--- config.mk ---
export PLATFORM = sky130hd
export DESIGN_NAME = alu_ctrl_pipe_flat
export DESIGN_NICKNAME = d
export VERILOG_FILES = /design/src/rtl/alu_ctrl_pipe_pkg.sv /design/src/rtl/alu_ctrl_pipe_if.sv /design/src/rtl/alu_ctrl_pipe_dec.sv /design/src/rtl/alu_ctrl_pipe.sv /design/src/flat_wrapper.sv
export SDC_FILE = /design/constraint.sdc
export NUM_CORES = 1
export LEC_CHECK = 0
export CAP_MARGIN = 10
export CORE_MARGIN = 2
export CORE_UTILIZATION = 40
export CTS_CLUSTER_DIAMETER = 40
export CTS_CLUSTER_SIZE = 14
export DETAILED_ROUTE_END_ITERATION = 8
export PLACE_DENSITY = 0.76
export SLEW_MARGIN = 20
export SYNTH_ARGS = -nofsm -noshare
export SYNTH_HDL_FRONTEND = slang
export SYNTH_SLANG_ARGS = --single-unit
--- constraint.sdc ---
create_clock -name clk -period 1.8 [get_ports clk]
set_input_delay 0.27 -clock clk [delete_from_list [all_inputs] [get_ports clk]]
set_output_delay 0.27 -clock clk [all_outputs]
set_load 0.02 [all_outputs]
--- src/rtl/alu_ctrl_pipe_pkg.sv ---
// Shared ALU op codes, MIPS opcode/funct constants and ID/EX payload types
// for the ALU control stage.
package alu_ctrl_pipe_pkg;

    localparam int unsigned ALU_W = 5;

    // Long-standing codes keep their values; arithmetic, shift and mul/div codes follow them
    localparam logic [ALU_W-1:0] ALU_DEFAULT = ALU_W'(0);
    localparam logic [ALU_W-1:0] ALU_AND     = ALU_W'(1);
    localparam logic [ALU_W-1:0] ALU_OR      = ALU_W'(2);
    localparam logic [ALU_W-1:0] ALU_XOR     = ALU_W'(3);
    localparam logic [ALU_W-1:0] ALU_NOR     = ALU_W'(4);
    localparam logic [ALU_W-1:0] ALU_LUI     = ALU_W'(5);
    localparam logic [ALU_W-1:0] ALU_ADD     = ALU_W'(6);
    localparam logic [ALU_W-1:0] ALU_ADDU    = ALU_W'(7);
    localparam logic [ALU_W-1:0] ALU_SUB     = ALU_W'(8);
    localparam logic [ALU_W-1:0] ALU_SUBU    = ALU_W'(9);
    localparam logic [ALU_W-1:0] ALU_SLT     = ALU_W'(10);
    localparam logic [ALU_W-1:0] ALU_SLTU    = ALU_W'(11);
    localparam logic [ALU_W-1:0] ALU_SLL     = ALU_W'(12);
    localparam logic [ALU_W-1:0] ALU_SRL     = ALU_W'(13);
    localparam logic [ALU_W-1:0] ALU_SRA     = ALU_W'(14);
    localparam logic [ALU_W-1:0] ALU_SLLV    = ALU_W'(15);
    localparam logic [ALU_W-1:0] ALU_SRLV    = ALU_W'(16);
    localparam logic [ALU_W-1:0] ALU_SRAV    = ALU_W'(17);
    localparam logic [ALU_W-1:0] ALU_MULT    = ALU_W'(18);
    localparam logic [ALU_W-1:0] ALU_MULTU   = ALU_W'(19);
    localparam logic [ALU_W-1:0] ALU_DIV     = ALU_W'(20);
    localparam logic [ALU_W-1:0] ALU_DIVU    = ALU_W'(21);

    localparam logic [5:0] EXE_SPECIAL_OP = 6'b000000;
    localparam logic [5:0] EXE_ADDI_OP    = 6'b001000;
    localparam logic [5:0] EXE_ADDIU_OP   = 6'b001001;
    localparam logic [5:0] EXE_SLTI_OP    = 6'b001010;
    localparam logic [5:0] EXE_SLTIU_OP   = 6'b001011;
    localparam logic [5:0] EXE_ANDI_OP    = 6'b001100;
    localparam logic [5:0] EXE_ORI_OP     = 6'b001101;
    localparam logic [5:0] EXE_XORI_OP    = 6'b001110;
    localparam logic [5:0] EXE_LUI_OP     = 6'b001111;

    localparam logic [5:0] EXE_SLL   = 6'b000000;
    localparam logic [5:0] EXE_SRL   = 6'b000010;
    localparam logic [5:0] EXE_SRA   = 6'b000011;
    localparam logic [5:0] EXE_SLLV  = 6'b000100;
    localparam logic [5:0] EXE_SRLV  = 6'b000110;
    localparam logic [5:0] EXE_SRAV  = 6'b000111;
    localparam logic [5:0] EXE_MULT  = 6'b011000;
    localparam logic [5:0] EXE_MULTU = 6'b011001;
    localparam logic [5:0] EXE_DIV   = 6'b011010;
    localparam logic [5:0] EXE_DIVU  = 6'b011011;
    localparam logic [5:0] EXE_ADD   = 6'b100000;
    localparam logic [5:0] EXE_ADDU  = 6'b100001;
    localparam logic [5:0] EXE_SUB   = 6'b100010;
    localparam logic [5:0] EXE_SUBU  = 6'b100011;
    localparam logic [5:0] EXE_AND   = 6'b100100;
    localparam logic [5:0] EXE_OR    = 6'b100101;
    localparam logic [5:0] EXE_XOR   = 6'b100110;
    localparam logic [5:0] EXE_NOR   = 6'b100111;
    localparam logic [5:0] EXE_SLT   = 6'b101010;
    localparam logic [5:0] EXE_SLTU  = 6'b101011;

    typedef struct packed {
        logic [ALU_W-1:0] alu_ctrl;
        logic             imm_sel;
        logic             zero_ext;
        logic             shamt_sel;
        logic             md_op;
    } ctrl_t;

    typedef enum logic [1:0] {MD_IDLE, MD_BUSY, MD_DONE} md_state_t;

    // Control word of an EX bubble
    function automatic ctrl_t ctrl_bubble();
        ctrl_t c;
        c          = '0;
        c.alu_ctrl = ALU_DEFAULT;
        return c;
    endfunction

endpackage

--- src/rtl/alu_ctrl_pipe_if.sv ---
// Decode-side inputs and EX-side control outputs of the ALU control stage.
interface alu_ctrl_pipe_if;
    import alu_ctrl_pipe_pkg::*;

    logic [31:0]      instrD;
    logic             validD;
    logic             stallE;
    logic             flushE;
    logic [ALU_W-1:0] alu_ctrlE;
    logic             imm_selE;
    logic             zero_extE;
    logic             shamt_selE;
    logic             md_opE;
    logic             validE;
    logic             md_stall;
    logic             md_done;

    modport master (
        output instrD, validD, stallE, flushE,
        input  alu_ctrlE, imm_selE, zero_extE, shamt_selE, md_opE, validE, md_stall, md_done
    );

    modport slave (
        input  instrD, validD, stallE, flushE,
        output alu_ctrlE, imm_selE, zero_extE, shamt_selE, md_opE, validE, md_stall, md_done
    );

endinterface

--- src/rtl/alu_ctrl_pipe_dec.sv ---
// Combinational decode of opcode/funct into ALU op code, operand selects
// and the multi-cycle mul/div flag.
module alu_ctrl_dec
    import alu_ctrl_pipe_pkg::*;
(
    input  logic [5:0] op,
    input  logic [5:0] funct,
    output ctrl_t      ctrl
);

    always_comb begin
        ctrl = ctrl_bubble();
        case (op)
            EXE_SPECIAL_OP: begin
                case (funct)
                    EXE_ADD:   ctrl.alu_ctrl = ALU_ADD;
                    EXE_ADDU:  ctrl.alu_ctrl = ALU_ADDU;
                    EXE_SUB:   ctrl.alu_ctrl = ALU_SUB;
                    EXE_SUBU:  ctrl.alu_ctrl = ALU_SUBU;
                    EXE_AND:   ctrl.alu_ctrl = ALU_AND;
                    EXE_OR:    ctrl.alu_ctrl = ALU_OR;
                    EXE_XOR:   ctrl.alu_ctrl = ALU_XOR;
                    EXE_NOR:   ctrl.alu_ctrl = ALU_NOR;
                    EXE_SLT:   ctrl.alu_ctrl = ALU_SLT;
                    EXE_SLTU:  ctrl.alu_ctrl = ALU_SLTU;
                    EXE_SLLV:  ctrl.alu_ctrl = ALU_SLLV;
                    EXE_SRLV:  ctrl.alu_ctrl = ALU_SRLV;
                    EXE_SRAV:  ctrl.alu_ctrl = ALU_SRAV;
                    EXE_SLL:   begin ctrl.alu_ctrl = ALU_SLL;   ctrl.shamt_sel = 1'b1; end
                    EXE_SRL:   begin ctrl.alu_ctrl = ALU_SRL;   ctrl.shamt_sel = 1'b1; end
                    EXE_SRA:   begin ctrl.alu_ctrl = ALU_SRA;   ctrl.shamt_sel = 1'b1; end
                    EXE_MULT:  begin ctrl.alu_ctrl = ALU_MULT;  ctrl.md_op     = 1'b1; end
                    EXE_MULTU: begin ctrl.alu_ctrl = ALU_MULTU; ctrl.md_op     = 1'b1; end
                    EXE_DIV:   begin ctrl.alu_ctrl = ALU_DIV;   ctrl.md_op     = 1'b1; end
                    EXE_DIVU:  begin ctrl.alu_ctrl = ALU_DIVU;  ctrl.md_op     = 1'b1; end
                    default:   ;
                endcase
            end
            EXE_ADDI_OP:  begin ctrl.alu_ctrl = ALU_ADD;  ctrl.imm_sel = 1'b1; end
            EXE_ADDIU_OP: begin ctrl.alu_ctrl = ALU_ADDU; ctrl.imm_sel = 1'b1; end
            EXE_SLTI_OP:  begin ctrl.alu_ctrl = ALU_SLT;  ctrl.imm_sel = 1'b1; end
            EXE_SLTIU_OP: begin ctrl.alu_ctrl = ALU_SLTU; ctrl.imm_sel = 1'b1; end
            EXE_LUI_OP:   begin ctrl.alu_ctrl = ALU_LUI;  ctrl.imm_sel = 1'b1; end
            // Logical immediates are zero-extended
            EXE_ANDI_OP:  begin ctrl.alu_ctrl = ALU_AND; ctrl.imm_sel = 1'b1; ctrl.zero_ext = 1'b1; end
            EXE_ORI_OP:   begin ctrl.alu_ctrl = ALU_OR;  ctrl.imm_sel = 1'b1; ctrl.zero_ext = 1'b1; end
            EXE_XORI_OP:  begin ctrl.alu_ctrl = ALU_XOR; ctrl.imm_sel = 1'b1; ctrl.zero_ext = 1'b1; end
            default:      ;
        endcase
    end

endmodule

--- src/rtl/alu_ctrl_pipe.sv ---
// ID/EX ALU control register with stall/flush and the MULT/DIV countdown
// sequencer that freezes upstream while a multi-cycle op occupies EX.
module alu_ctrl_pipe
    import alu_ctrl_pipe_pkg::*;
#(
    parameter int unsigned MUL_CYCLES = 4,
    parameter int unsigned DIV_CYCLES = 34,
    parameter int unsigned CNT_W      = 6
) (
    input  logic            clk,
    input  logic            rst,
    alu_ctrl_pipe_if.slave  bus
);

    ctrl_t            dec_ctrl;
    ctrl_t            ctrl_q;
    logic             valid_q;
    md_state_t        state;
    logic [CNT_W-1:0] count;
    logic             md_active;
    logic             is_div;
    logic             md_stall;
    logic             md_done;
    logic             unused_bits;

    alu_ctrl_dec u_dec (
        .op    (bus.instrD[31:26]),
        .funct (bus.instrD[5:0]),
        .ctrl  (dec_ctrl)
    );

    // Register/shamt/immediate fields are consumed by the EX datapath, not here
    assign unused_bits = ^bus.instrD[25:6];

    assign md_active = valid_q & ctrl_q.md_op;
    assign is_div    = (ctrl_q.alu_ctrl == ALU_DIV) || (ctrl_q.alu_ctrl == ALU_DIVU);
    assign md_stall  = md_active & ((state == MD_IDLE) | ((state == MD_BUSY) & (count != '0)));
    assign md_done   = md_active & (state == MD_BUSY) & (count == '0);

    // EX register and mul/div sequencer
    always_ff @(posedge clk) begin
        if (rst || bus.flushE) begin
            ctrl_q  <= ctrl_bubble();
            valid_q <= 1'b0;
            state   <= MD_IDLE;
            count   <= '0;
        end else begin
            case (state)
                MD_IDLE: begin
                    if (md_active) begin
                        state <= MD_BUSY;
                        count <= is_div ? CNT_W'(DIV_CYCLES - 2) : CNT_W'(MUL_CYCLES - 2);
                    end
                end
                MD_BUSY: begin
                    if (!md_active) begin
                        state <= MD_IDLE;
                    end else if (count != '0) begin
                        count <= count - CNT_W'(1);
                    end else begin
                        state <= bus.stallE ? MD_DONE : MD_IDLE;
                    end
                end
                MD_DONE: begin
                    if (!bus.stallE || !md_active) begin
                        state <= MD_IDLE;
                    end
                end
                default: state <= MD_IDLE;
            endcase

            if (!(bus.stallE || md_stall)) begin
                ctrl_q  <= dec_ctrl;
                valid_q <= bus.validD;
            end
        end
    end

    assign bus.alu_ctrlE  = ctrl_q.alu_ctrl;
    assign bus.imm_selE   = ctrl_q.imm_sel;
    assign bus.zero_extE  = ctrl_q.zero_ext;
    assign bus.shamt_selE = ctrl_q.shamt_sel;
    assign bus.md_opE     = ctrl_q.md_op;
    assign bus.validE     = valid_q;
    assign bus.md_stall   = md_stall;
    assign bus.md_done    = md_done;

endmodule

--- src/flat_wrapper.sv ---
// flat-port wrapper written by rule: the top's interface ports become plain ports
module alu_ctrl_pipe_flat import alu_ctrl_pipe_pkg::*;
#(
    parameter int unsigned MUL_CYCLES = 4,
    parameter int unsigned DIV_CYCLES = 34,
    parameter int unsigned CNT_W      = 6
)
  (clk, rst, bus_instrD, bus_validD, bus_stallE, bus_flushE, bus_alu_ctrlE, bus_imm_selE, bus_zero_extE, bus_shamt_selE, bus_md_opE, bus_validE, bus_md_stall, bus_md_done);
  alu_ctrl_pipe_if bus_i ();
  input  logic clk;
  input  logic rst;
  input wire logic [$bits(bus_i.instrD)-1:0] bus_instrD;
  input wire logic [$bits(bus_i.validD)-1:0] bus_validD;
  input wire logic [$bits(bus_i.stallE)-1:0] bus_stallE;
  input wire logic [$bits(bus_i.flushE)-1:0] bus_flushE;
  output wire logic [$bits(bus_i.alu_ctrlE)-1:0] bus_alu_ctrlE;
  output wire logic [$bits(bus_i.imm_selE)-1:0] bus_imm_selE;
  output wire logic [$bits(bus_i.zero_extE)-1:0] bus_zero_extE;
  output wire logic [$bits(bus_i.shamt_selE)-1:0] bus_shamt_selE;
  output wire logic [$bits(bus_i.md_opE)-1:0] bus_md_opE;
  output wire logic [$bits(bus_i.validE)-1:0] bus_validE;
  output wire logic [$bits(bus_i.md_stall)-1:0] bus_md_stall;
  output wire logic [$bits(bus_i.md_done)-1:0] bus_md_done;
  assign bus_i.instrD = bus_instrD;
  assign bus_i.validD = bus_validD;
  assign bus_i.stallE = bus_stallE;
  assign bus_i.flushE = bus_flushE;
  assign bus_alu_ctrlE = bus_i.alu_ctrlE;
  assign bus_imm_selE = bus_i.imm_selE;
  assign bus_zero_extE = bus_i.zero_extE;
  assign bus_shamt_selE = bus_i.shamt_selE;
  assign bus_md_opE = bus_i.md_opE;
  assign bus_validE = bus_i.validE;
  assign bus_md_stall = bus_i.md_stall;
  assign bus_md_done = bus_i.md_done;
  alu_ctrl_pipe #(.MUL_CYCLES(MUL_CYCLES), .DIV_CYCLES(DIV_CYCLES), .CNT_W(CNT_W)) u_core (.clk(clk), .rst(rst), .bus(bus_i));
endmodule
== Word level (Yosys, flattened, before mapping) ==
Index checks and enable logic that the tools add are counted.

* Add/sub/neg operators: 1
* Multipliers: 0
* Divide/modulo/power cells: 0
* Magnitude comparators: 0
* Equality and inequality tests: 36
* Shift-type cells: 0
* Mux-type cells: 18
* Bitwise operators: 6
* Reductions and logical operators: 18

{| class="wikitable"
|+ Operator list
! cell !! number
|-
| 5-bit case mux with 20 select lines || 1
|-
| 6-bit == test, second input constant || 10
|-
| 6-bit by 4-bit == test with 1-bit output, second input constant || 8
|-
| 5-bit case mux with 9 select lines || 1
|-
| 6-bit by 5-bit == test with 1-bit output, second input constant || 4
|-
| 6-bit 2-to-1 mux || 4
|-
| 6-bit by 3-bit == test with 1-bit output, second input constant || 3
|-
| 6-bit logical NOT || 3
|-
| 6-bit by 2-bit == test with 1-bit output, second input constant || 2
|-
| 2-bit 2-to-1 mux || 6
|-
| 6-bit case mux with 2 select lines || 1
|-
| 5-bit == test, second input constant || 2
|-
| 8-bit OR reduction || 1
|-
| 2-bit by 1-bit != test with 1-bit output, second input constant || 3
|-
| 2-bit case mux with 3 select lines || 1
|-
| 6-bit nonzero test || 1
|-
| 3-bit OR reduction || 2
|-
| 6-bit by 1-bit subtractor with 6-bit output, second input constant || 1
|-
| 1-bit AND || 5
|-
| 1-bit logical OR || 4
|-
| 1-bit 2-to-1 mux || 4
|-
| 4-bit AND reduction || 1
|-
| 4-bit OR reduction || 1
|-
| 3-bit != test, second input constant || 1
|-
| 8 further kinds || 9
|}

* Register bits: 18
* Bits in latches: 0
* RAM bits: 0
* ROM bits: 0
* Output and inout bits: 12
* Logic and storage cells: 87
* Memories kept: 0

== Longest topological paths before layout ==
* Word-level depth: 5
* Gate-level depth with buffers: 7

== Hierarchy ==
From an unflattened synthesis, not the netlist that was laid out.

* Cells, all modules: 173
* Area, all modules: 1310.0 µm²

{| class="wikitable"
|+ Modules (own cells, without submodules)
! module !! times used !! cells an instance !! area an instance (µm²)
|-
| alu_ctrl_pipe || 1 || 101 || 875.8
|-
| alu_ctrl_dec || 1 || 72 || 434.2
|}

== Least setup slack after synthesis ==
OpenSTA, ideal clock, no wires.

* Kind: register -> register
* Start: register u_core.count[0]
* End: register u_core.ctrl_q (netlist bit u_core.bus.alu_ctrlE[3])
* Setup time: 0.078 ns
* Data arrival time: 1.548 ns
* Data required time: 1.722 ns
* Setup slack: 0.175 ns
* Stages on the path, launching flop included: 8
* Path through: dfxtp_1 > inv_1 > ha_1 > and3b_1 > a22oi_2 > clkbuf_1 > nor3_1 > nor3_1

* Cells in the longest elaborated chain, start to end: 5

{| class="wikitable"
|+ Ends and longest elaborated chain
! element !! RTL line !! text
|-
| start: declaration || alu_ctrl_pipe.sv:19 || <nowiki>logic [CNT_W-1:0] count;</nowiki>
|-
| start signal: assignment || alu_ctrl_pipe.sv:52 || <nowiki>count <= is_div ? CNT_W'(DIV_CYCLES - 2) : CNT_W'(MUL_CYCLES - 2);</nowiki>
|-
| start signal: assignment || alu_ctrl_pipe.sv:59 || <nowiki>count <= count - CNT_W'(1);</nowiki>
|-
| 6-bit nonzero test || alu_ctrl_pipe.sv:37 || <nowiki>assign md_stall = md_active & ((state == MD_IDLE) | ((state == MD_BUSY) & (count != '0)));</nowiki>
|-
| 1-bit AND || alu_ctrl_pipe.sv:37 ||
|-
| 1-bit bitwise OR || alu_ctrl_pipe.sv:37 ||
|-
| 1-bit AND || alu_ctrl_pipe.sv:37 ||
|-
| 1-bit logical OR || alu_ctrl_pipe.sv:72 || <nowiki>if (!(bus.stallE || md_stall)) begin</nowiki>
|-
| end signal: assignment || alu_ctrl_pipe.sv:43 || <nowiki>ctrl_q <= ctrl_bubble();</nowiki>
|-
| end signal: assignment || alu_ctrl_pipe.sv:73 || <nowiki>ctrl_q <= dec_ctrl;</nowiki>
|-
| end: declaration || alu_ctrl_pipe.sv:16 || <nowiki>ctrl_t ctrl_q;</nowiki>
|}

No other way between the ends.
A chain may end at the register's enable or synchronous reset.

== Worst setup path in the final report ==
* Start: register u_core.count[3]
* End: output port bus_md_stall

* Cells in the longest elaborated chain, start to end: 4

{| class="wikitable"
|+ Ends and longest elaborated chain
! element !! RTL line !! text
|-
| 6-bit nonzero test || alu_ctrl_pipe.sv:37 ||
|-
| 1-bit AND || alu_ctrl_pipe.sv:37 ||
|-
| 1-bit bitwise OR || alu_ctrl_pipe.sv:37 ||
|-
| 1-bit AND || alu_ctrl_pipe.sv:37 ||
|-
| end: declaration || flat_wrapper.sv:22 || <nowiki>output wire logic [$bits(bus_i.md_stall)-1:0] bus_md_stall;</nowiki>
|}

No other way between the ends.

==> metrics.md <==
| Metric | Value |
|---|---|
| Post-synth top area share | 0.308 |
| Core area | around 0.0028 mm2 |
| Hold-fix buffers, CTS | 0 |
| Vias in the first global route | roughly 1,400 |
| Combinational share of power | 0.222 |
| Register area share after synthesis | 0.308 |
| Status | complete, no violations |
| RSZ-0062 raised after global routing | yes |
| Final min period | between 1.5 and 2 ns |
| Setup-failing EPs final | 0 |
| Setup Skew | ~0.00085 ns |
| Synth area leader | dfxtp_1 |
| H-tree depth | 1 |
| Clock root cell | clkbuf_4 |
| FF-to-FF Start | u_core.count[3]$_SDFFE_PP0P_ |
| Post-Syn Area | ~0.0012 mm2 |
| P_int | ~0.62 mW |
| Commonest non-fill, non-tap cell in the layout | buf_4 |
| P_sw | between 0.2 and 0.25 mW |
| Max-Slew Margin vs Limit | 0.751 |
| Least-Margin Pin Slew | between 0.3 and 0.4 ns |
| CTS buffer count | 3 |
| Synth warn | 0 |
| Drt pass-1 iters | 4 |
| Syn nets | a little under 200 |
| Number of max-cap violations | 0 |
| Diode count | 0 |
| Hold Path End | u_core.bus.zero_extE$_SDFFE_PP0N_ |
| Crit Path Max Fanout | 2 |
| Reg2Reg Depth | 6 |
| Die Ht | between 50 and 60 um |
| Most frequent cells in the layout | 37 x buf_4, 26 x clkdlybuf4s50_1, 18 x nand2_1 |
| Multi-input logic area | 782 um2 |
| Critical path launch point type | register |
| CP Data Arrival Time | between 1 and 1.5 ns |
| Clock Sinks | 18 |
| Fillers | between 200 and 250 |
| Total gr overflow | 0 |
| Total wire length | approximately 3.5 mm |
| DP HPWL | 2.66 mm |
| Final hold violation count | 0 |
| Die area | about 0.0034 mm2 |
| Util after Layout | 0.650 |
| Via Count | around 1,400 |
| Layout cell share with drive strength beyond 1 | 0.290 |
| Syn avg cell area | 7.44 um2 |
| Syn Inst Count | around 160 |
| Top post-synthesis cells by area | dfxtp_1 31%, nand2_1 5.8%, a21oi_1 5.6%, nor2_1 5.1%, nor4_1 4.8% |
| CP peak stage delay | ~0.35 ns |
| Hold depth | 2 |
| CTS tree | built |
| Register bit total from synthesis | 18 |
| Layout area overhead | 53.4% |
| P per Cell Area | ~470 mW/mm2 |
| Clk slew on worst S/H paths | roughly 0.11 ns |
| Post-synth EDFFs | 0 |
| Initial antenna violation count | 0 |
| Critical Path Sink Type | output pin |
| Required @ worst endpoint | between 1.5 and 2 ns |
| Unique cell type count in the Yosys netlist | 38 |
| DIE WIDTH | around 58 um |
| Port bufs | 28 |
| Iter 0 DRT Violations | 57 |
| GRT Resource Usage Total | 0.227 |
| First-pass GRT wire length | approximately 6.0 mm |
| Routability congestion estimate | 0.898 |
| Top FF cell, synth | dfxtp_1 |
| Post-DRT Antenna Nets | 0 |
| Critical R2R Capture | u_core.bus.alu_ctrlE[4]$_SDFFE_PP0N_ |
| Buffer depth of the longest clock path | 2 |
| Sw frac | 0.258 |
| Max-slew violations | 0 |
| I/O pins | just under 50 |
| Setup TNS | 0 ns |
| WS Path Type | register to output pin |
| Worst Hold Launch | u_core.bus.zero_extE$_SDFFE_PP0N_ |
| Hold Crit Class | register to register |
| Cell Count, Final, Fillers Out | approximately 250 |
| DR WL/cell | between 10 and 15 um |
| Placed Instances | ~240 |
| Row count | 19 |
| Initial core utilization | 0.424 |
| Clock power frac | 0.300 |
| Via/cell ratio | between 5 and 6 |
| Crit-path cells | nor4_4 > buf_4 > a31o_2 > inv_1 > buf_2 |
| Layout Nets | between 200 and 300 |
| R2R setup slack | between 0.04 and 0.05 ns |
| DRC errors left | 0 |
| Final Cycle Share | 0.977 |
| Worst-skew pair later-pin latency | roughly 0.29 ns |
| Asr flop ratio synth | 0 |
| Peak VDD IR | about 0.45 mV |
| Max Fclk | ~0.57 GHz |
| CP max-delay cell | dfxtp_2 |
| Leakage | between 0.6 and 0.7 nW |
| Register area | ~370 um2 |
| Sequential share of power | 0.478 |
| Largest net degree at the start of global routing | 17 |
registers in the layout, summed over array words and instances (netlist names):
signal                 count
u_core.state               2
u_core.count               6
u_core.bus.shamt_selE      1
u_core.bus.validE          1
u_core.bus.imm_selE        1
u_core.bus.zero_extE       1
u_core.bus.alu_ctrlE       5
u_core.bus.md_opE          1
logic make-up after synthesis:
family / count (synthesis) / share of synthesized area
and+or+nand+nor: 78 / 0.363
buffers and inverters: 15 / 0.0492
DFF: 18 / 0.308
adders and majority gates: 2 / 0.0214
muxes: 2 / 0.0193
xor gates and xnor gates: 5 / 0.0375
AOI/OAI and AO/OA: 37 / 0.201
how the worst max path moves through the flow:
stage | cells past startpoint | start | to
2_1_floorplan | 7 | u_core.count[0]$_SDFFE_PP0P_ | u_core.bus.alu_ctrlE[3]$_SDFFE_PP0N_
4_1_cts | 7 | u_core.count[1]$_SDFFE_PP0P_ | u_core.bus.alu_ctrlE[4]$_SDFFE_PP0N_
5_1_grt | 5 | u_core.count[3]$_SDFFE_PP0P_ | bus_md_stall
3_5_place_dp | 5 | bus_instrD[26] | u_core.bus.alu_ctrlE[4]$_SDFFE_PP0N_
3_3_place_gp | 6 | bus_instrD[5] | u_core.bus.alu_ctrlE[0]$_SDFFE_PP0N_
6_report | 5 | u_core.count[3]$_SDFFE_PP0P_ | bus_md_stall
what timing repair did:
item / 4_1_cts / 5_1_grt
gates resized for setup: 10 / 11
pin swaps: 2 / 6
hold endpoints to repair: 0 / 0
setup buffers: 1 / 2
setup endpoints to repair: 4 / 12
layout make-up:
class | instances | share of cell area
clock buffer | 4 | 0.0202
inverter | 6 | 0.0126
multi-input combinational | 124 | 0.436
sequential | 18 | 0.204
tap | 31 | 0.0216
timing repair buffer | 65 | 0.306
Yosys cell counts (2+ instances only):
cell type	count
a211oi_1	5
a21oi_1	13
a31oi_1	3
a32oi_1	3
and3_1	3
clkbuf_1	8
dfxtp_1	18
ha_1	2
inv_1	6
mux2_2	2
nand2_1	18
nand2b_1	2
nand3_1	3
nand3b_1	3
nor2_1	16
nor2b_1	4
nor3_1	10
nor4_1	9
o21ai_0	5
o22ai_1	3
xnor2_1	3
xor2_1	2
critical path, delay by kind of cell, from the launching register on:
family | cells | cell delay (ns)
AO/OA/AOI/OAI | 1 | 0.18
buffers and inverters | 3 | 0.37
flip-flops | 1 | 0.35
AND/OR/NAND/NOR | 1 | 0.29
power by group through the flow:
stage	Clock [mW]	Combinational, mW	Sequential, mW
finish	0.253	0.186	0.402
global route	0.274	0.204	0.403
CTS	0.254	0.180	0.402
detailed placement	0	0.178	0.411
global placement	0	0.172	0.411
floorplan	0	0.0768	0.414
metal layers:
metal / vias to the layer above / share of wire / track usage
li1: 694 / - / -
met1: 665 / 0.40 / 0.247
met2: 35 / 0.54 / 0.432
met3: 8 / 0.037 / 0.0223
met4: 0 / 0.022 / 0.110
met5: - / 0 / 0
through the flow:
step / hold slack [ns] / instance area [um2] / power [mW] / setup WS (ns)
3_3_place_gp: 0.440 / 1710 / 0.583 / -0.0431
3_5_place_dp: 0.457 / 1710 / 0.590 / -0.0813
2_1_floorplan: 0.410 / 1170 / 0.491 / 0.175
4_1_cts: 0.474 / 1750 / 0.836 / 0.0220
6_report: 0.468 / 1790 / 0.841 / 0.0412
5_1_grt: 0.506 / 1790 / 0.881 / -0.0340
(Power assumes the default switching activity.)
